==> config.mk <==
export PLATFORM = sky130hd
export DESIGN_NAME = frame_update_sched
export DESIGN_NICKNAME = d
export VERILOG_FILES = /design/src/rtl/frame_update_sched.sv
export SDC_FILE = /design/constraint.sdc
export NUM_CORES = 1
export LEC_CHECK = 0
export ABC_AREA = 1
export BUFFER_PORTS_ARGS = -buffer_cell sky130_fd_sc_hd__buf_2
export CAP_MARGIN = 20
export CORE_MARGIN = 3
export CORE_UTILIZATION = 61
export DETAILED_ROUTE_END_ITERATION = 12
export PLACE_DENSITY_LB_ADDON = 0.12
export SETUP_SLACK_MARGIN = 0.02
export SYNTH_ARGS = -nofsm -noshare
export SYNTH_HDL_FRONTEND = slang
export SYNTH_SLANG_ARGS = --single-unit
==> constraint.sdc <==
create_clock -name clk -period 2.9 [get_ports clk]
set_input_delay 0.58 -clock clk [delete_from_list [all_inputs] [get_ports clk]]
set_output_delay 0.58 -clock clk [all_outputs]
set_load 0.01 [all_outputs]
==> src/rtl/frame_update_sched.sv <==
// frame_update_sched: per-frame start/done sequencer for game update engines (rev 1.0).
// Optional FRAME_SCHED_OVR_CNT_EN adds a saturating overrun_cnt output.
`default_nettype none

module frame_update_sched #(
  parameter int NUM_CLIENTS = 4,
  parameter int TIMEOUT_CYC = 65535
) (
  input  logic                   clk,
  input  logic                   reset,
  input  logic                   tick_in,
  input  logic                   enable,
  input  logic [NUM_CLIENTS-1:0] client_mask,
  input  logic [NUM_CLIENTS-1:0] done,
  output logic [NUM_CLIENTS-1:0] start,
  output logic                   busy,
  output logic [3:0]             active_idx,
  output logic                   frame_done,
  output logic                   overrun,
  output logic                   timeout,
  output logic [15:0]            frame_cnt
`ifdef FRAME_SCHED_OVR_CNT_EN
  ,
  output logic [7:0]             overrun_cnt
`endif
);

  localparam int WD_W = $clog2(TIMEOUT_CYC);

  typedef enum logic [1:0] {
    IDLE  = 2'd0,
    ISSUE = 2'd1,
    WAIT  = 2'd2
  } state_t;

  state_t                 r_state;
  logic [NUM_CLIENTS-1:0] r_mask;
  logic [NUM_CLIENTS-1:0] r_done;
  logic [WD_W-1:0]        r_wd;

  // {found, index} of the lowest set bit of m at or above position lo
  function automatic logic [4:0] find_set(input logic [NUM_CLIENTS-1:0] m, input int lo);
    logic [4:0] r;
    r = 5'd0;
    for (int i = NUM_CLIENTS - 1; i >= 0; i--) begin
      if (m[i] && (i >= lo)) r = {1'b1, 4'(i)};
    end
    return r;
  endfunction

  logic [4:0] w_first;
  logic [4:0] w_next;
  logic       w_active;
  logic       w_hit;
  logic       w_expire;

  assign w_first  = find_set(client_mask, 0);
  assign w_next   = find_set(r_mask, int'(active_idx) + 1);
  assign w_active = (r_state != IDLE) || busy;
  assign w_hit    = |(r_done & (NUM_CLIENTS'(1) << active_idx));
  assign w_expire = (r_wd == WD_W'(TIMEOUT_CYC - 1));

  always_ff @(posedge clk or posedge reset) begin
    if (reset) begin
      r_state    <= IDLE;
      r_mask     <= '0;
      r_done     <= '0;
      r_wd       <= '0;
      start      <= '0;
      busy       <= 1'b0;
      active_idx <= 4'd0;
      frame_done <= 1'b0;
      overrun    <= 1'b0;
      timeout    <= 1'b0;
      frame_cnt  <= 16'd0;
`ifdef FRAME_SCHED_OVR_CNT_EN
      overrun_cnt <= 8'd0;
`endif
    end else begin
      start      <= '0;
      frame_done <= 1'b0;
      timeout    <= 1'b0;
      overrun    <= tick_in && w_active;
`ifdef FRAME_SCHED_OVR_CNT_EN
      if (tick_in && w_active && (overrun_cnt != 8'hFF)) overrun_cnt <= overrun_cnt + 8'd1;
`endif
      // done is only captured while waiting, so a pulse during ISSUE never counts
      r_done <= (r_state == WAIT) ? done : '0;

      case (r_state)
        IDLE: begin
          if (tick_in && enable && !busy) begin
            r_mask    <= client_mask;
            frame_cnt <= frame_cnt + 16'd1;
            busy      <= 1'b1;
            if (w_first[4]) begin
              r_state    <= ISSUE;
              active_idx <= w_first[3:0];
              start      <= NUM_CLIENTS'(1) << w_first[3:0];
            end else begin
              frame_done <= 1'b1;
            end
          end else begin
            busy <= 1'b0;
          end
        end

        ISSUE: begin
          r_wd    <= '0;
          r_state <= WAIT;
        end

        WAIT: begin
          r_wd <= r_wd + WD_W'(1);
          if (w_hit || w_expire) begin
            if (!w_hit) timeout <= 1'b1;
            if (w_next[4]) begin
              r_state    <= ISSUE;
              active_idx <= w_next[3:0];
              start      <= NUM_CLIENTS'(1) << w_next[3:0];
            end else begin
              r_state    <= IDLE;
              busy       <= 1'b0;
              frame_done <= 1'b1;
            end
          end
        end

        default: r_state <= IDLE;
      endcase
    end
  end

endmodule

`default_nettype wire
Yosys cells after proc, flatten, opt, wreduce, memory -nomap -nowiden
Cells that the tools add are included.

Muxes and demuxes: 37. Shift-type cells: 3. Equal/unequal tests: 8. Bitwise gates (word level): 1. $lt $le $gt $ge: 4. Add/sub/neg operators: 3. Reduce and logical (&&, ||, !) cells: 19.

Operator list (count): $mux W5 (8); $mux W4 (9); $add A16 B1 Y16 const B (2); $pmux W16 S2 (1); $eq A16 B16 Y1 const B (1); $pmux W4 S2 (2); $shl A1 B4 Y4 const A (3); $mux W1 (11); $ge A1 B5 Y1 const A (2); $ge A2 B5 Y1 const A (2); $ne A2 B2 Y1 const B (4); $logic_and A1 B1 Y1 (7); $mux W2 (3); $pmux W2 S3 (1); $reduce_and A3 Y1 (2); $reduce_bool A2 Y1 (3); $add A4 B1 Y5 const B (1); $reduce_and A5 Y1 (1); $and A4 B4 Y4 (1); $pmux W1 S2 (2); $reduce_or A4 Y1 (1); $eq A2 B1 Y1 const B (1); $eq A2 B2 Y1 const B (1); $logic_not A2 Y1 (1); 4 further kinds (5).

Logic and storage cells: 86. Flip-flop bits (word level): 54. Output and inout port bits: 28. Input bits: 12.

Longest topological paths before layout
Word-level depth: 11. Gate-level depth with buffers: 11.

Least setup slack after synthesis
Ideal clock, no wire load.

Path type: register -> register. Start point: reg r_state[0]. End point: reg r_wd[11]. Setup slack: 1388 ps. Clock period less this slack: 1512 ps. Cell stages (with the launch flop): 10. Library setup time: 117 ps. Data arrival time: 1395 ps. Buffers on the path: 0. Cells stage by stage: dfrtp_1 > inv_1 > ha_1 > nand2_2 > inv_2 > nand2_2 > nor3_2 > nand2_1 > nor2_1 > nor2_1.

Word-level cells in the longest chain between the ends: 2. Elaborated cells between the ends (all ways): 4. Those cells by class: 2 x eq/ne; 1 x mux; 1 x reduce/logical.

RTL lines: start: declaration (line 36) `state_t r_state;`; start signal: assignment (line 65) `r_state <= IDLE;`; start signal: assignment (line 97) `r_state <= ISSUE;`; start signal: assignment (line 110) `r_state <= WAIT;`; $eq A2 B2 Y1 or $eq A2 B1 Y1 (tied branches) (line 90) `case (r_state)`; $pmux W16 S2 or $reduce_bool A2 Y1 (tied branches); end signal: assignment (line 114) `r_wd <= r_wd + WD_W'(1);`; end: declaration (line 39) `logic [WD_W-1:0] r_wd;`.

Parallel ways exist; a longest one is shown, timed or not. A chain may end at the register's enable or synchronous reset.

Worst setup path after layout
Start point: reg r_state[0]. End point: reg r_wd[7].

Same word-level chain as after synthesis.

==> results_dict.tcl <==
set metrics [dict create \
    startpoint_type "register" \
    max-slew-margin-rel_pct 66.62 \
    core_area_sq_um 4144 \
    status "complete, no violations" \
    drv_cap 0 \
    worstSetupEndpointType "register" \
    yosysWarnings 0 \
    crit_buf_inv 1 \
    drt_iter0_markers 163 \
    avgViaCountPerCell 5.282 \
    min_period_over_period_pct 60.52 \
    finalPower_mw 2.229 \
    synth_top_area_share_pct 46.77 \
    grt_pass1_wl_mm 9.349 \
    cts_tree "yes" \
    ys_types 28 \
    finalHoldViolations 0 \
    p_int_mw 1.354 \
    crit_required_ps 3130 \
    vias 2340 \
    multiInputGateArea_sq_um 1250 \
    dieWidth_microns 72.89 \
    synth_area_sq_um 2729 \
    drive_gt1_share_pct 16.54 \
    antenna_cells 0 \
    switching_share_pct 39.24 \
    worstSkewPairLatency_ps 300 \
    cts_made_buffers 5 \
    grt-ovfl-total 0 \
    leakage_nw 1.632 \
    start_util_pct 65.85 \
    fin_util_pct 73.85 \
    gp_congestion 0.9893 \
    critPathKind "reg2reg" \
    cts.path.max_buffers 2 \
    maxSlewViolCount 0 \
    place_hpwl_mm 4.195 \
    synth_seq_cells 51 \
    setup-violations-final 0 \
    syn_inst 352 \
    synth_compound_area_share_pct 6.236 \
    yosys.area_share.simple_pct 31.91 \
    wirelength_mm 5.380 \
    yosysMostFrequentCell "nand2_1" \
    skew_ps 5.171 \
    synth_enable_flop_cells 0 \
    tightest_slew_ps 500.7 \
    h-tree-depth 2 \
    antenna_found_initial 0 \
    finalCriticalPeriod_ps 1755 \
    cts_hold_buf 0 \
    grtUsageTotal_pct 22.05 \
    synth_area_per_cell_sq_um 7.752 \
    cts.repair.resized 0 \
    fill_cells 343 \
    synthMuxAreaShare_pct 0 \
    synth_fa_ha_area_share_pct 3.210 \
    ant_nets 0 \
    clockPowerShare_pct 21.0 \
    cp_max_fo 7 \
    die_area_sq_um 5312 \
    fin_tns_setup_ps 0 \
    ys_seq_area_share_pct 46.77 \
    netlist_top_cells_count "nand2_1, dfrtp_1, inv_1, nor2_1, nand3_1" \
    ys_top_cells_by_area "dfrtp_1, nand2_1, inv_1" \
    synthArstFlopShare_pct 100.0 \
    clock_tree.root_cell "clkbuf_8" \
    slowest_delay_ps 410 \
    path_clk_slew_ps 90 \
    fin_nets 412 \
    wl_per_cell_microns 12.14 \
    syn_to_final_growth_pct 12.15 \
    clock_sinks 51 \
    grt_max_degree 36 \
    fp-row-count 23 \
    firstDrtPassIters 4 \
    ios 40 \
    ys.flop_type "dfrtp_1" \
    die_h_microns 72.89 \
    seqCellArea_sq_um 1276 \
    p_comb_share_pct 35.8 \
    postCtsSetupRepairBufs 0 \
    crit_family "simple AND/OR/NAND/NOR gates" \
    ir_drop_mv 0.4772 \
    synth-xor-area-share_pct 4.172 \
    drc 0 \
    switchingPower_uw 874.4 \
    p_seq_share_pct 43.2 \
    yosysTopAreaCell "dfrtp_1" \
    port-buffer-count 37 \
    fmax_ghz 0.5698 \
    grt_pass1_vias 2169 \
    cp.arrival_ps 1990 \
    min_path_type "in2async" \
    synth_top_family_by_area "simple AND/OR/NAND/NOR gates" \
    p_per_area_nw_per_um2 728.2 \
    rsz0062_at_grt "no" \
    critical_path.cell_chain "inv_1 > ha_1 > nand2_2 > nor2_2 > nand3_1 > nor2_1 > o21ai_0 > a21oi_1" \
    cp_slowest_cell "dfrtp_1" \
]
## cells by family after synthesis
family,Yosys count
xor+xnor,13
fa+ha+maj,7
flops,51
compound gates,32
other cells,1
buf+inv,52
simple gates,196
## through the flow
step                      instance area (sq um)  hold WS, ps  setup WS [ps]  std cells
after global routing                       3060        243.9          970.5        443
after global placement                     2958        474.8           1180        436
after CTS                                  3060        235.5           1164        443
after floorplan                            2733        453.4           1090        353
after detailed placement                   2958        479.1           1121        436
final                                      3060        227.4           1145        443
## layer usage
layer | part of all wire [%] | track usage, % | vias up | wire length (microns)
met5 | 0 | 0 | - | 0
met4 | 0.97 | 5.328 | 0 | 52
met3 | 6.6 | 4.683 | 5 | 355
met2 | 47 | 36.07 | 70 | 2520
met1 | 46 | 30.10 | 1076 | 2452
li1 | - | - | 1189 | -
## cell type report
cell class | count | area share [%]
multi-input cells | 250 | 40.84
well taps | 50 | 2.044
flip-flops and latches | 51 | 41.70
clock buffers | 6 | 2.371
repair buffers | 38 | 6.296
inverters | 47 | 5.764
clock inverters | 1 | 0.9812
## registers in the layout, indices dropped and copies added, names as in the netlist, 2 cells and up
name and cells:
active_idx 2, frame_cnt 16, r_done 4, r_mask 3
r_state 2, r_wd 16, start 4
## final timing paths
kind / cells past startpoint / start / end / slack, ps
min: 2 / reset / overrun / 230
max reg2reg: 8 / r_state[0] / r_wd[7] / 1140
max in group asynchronous: 3 / reset / r_state[1] / 1920
max: 8 / r_state[0] / r_wd[7] / 1140
min in group clk: 3 / done[3] / r_done[3] / 460
min reg2reg: 2 / r_mask[2] / r_mask[2] / 500
## worst register-to-register path: stages (launching register included)
cell     delay [ps]
dfrtp_1         410
inv_1            80
ha_1            410
nand2_2         100
nor2_2          190
nand3_1         120
nor2_1          150
o21ai_0         100
a21oi_1         120
## power by group through the flow
stage	registers [mW]	clock network, mW	logic [mW]
detailed placement	0.975	0	0.793
global placement	0.969	0	0.777
global route	0.979	0.507	0.920
floorplan	0.985	0	0.563
finish	0.964	0.468	0.797
CTS	0.961	0.486	0.799
## cells in the final DEF, fill, tap and decap left out, types with 3 or more instances in the layout
master / count
nand4_1: 11
dfrtp_1: 51
xnor2_1: 5
inv_1: 42
nand2_2: 4
a21oi_1: 12
nor2_1: 38
buf_2: 37
nand3_1: 23
nand2_1: 102
nand3_2: 3
nor2_2: 5
inv_2: 5
clkbuf_8: 5
xor2_1: 8
ha_1: 7
nor3_1: 5
o21ai_0: 14
Power figures use the tool's default switching activity.
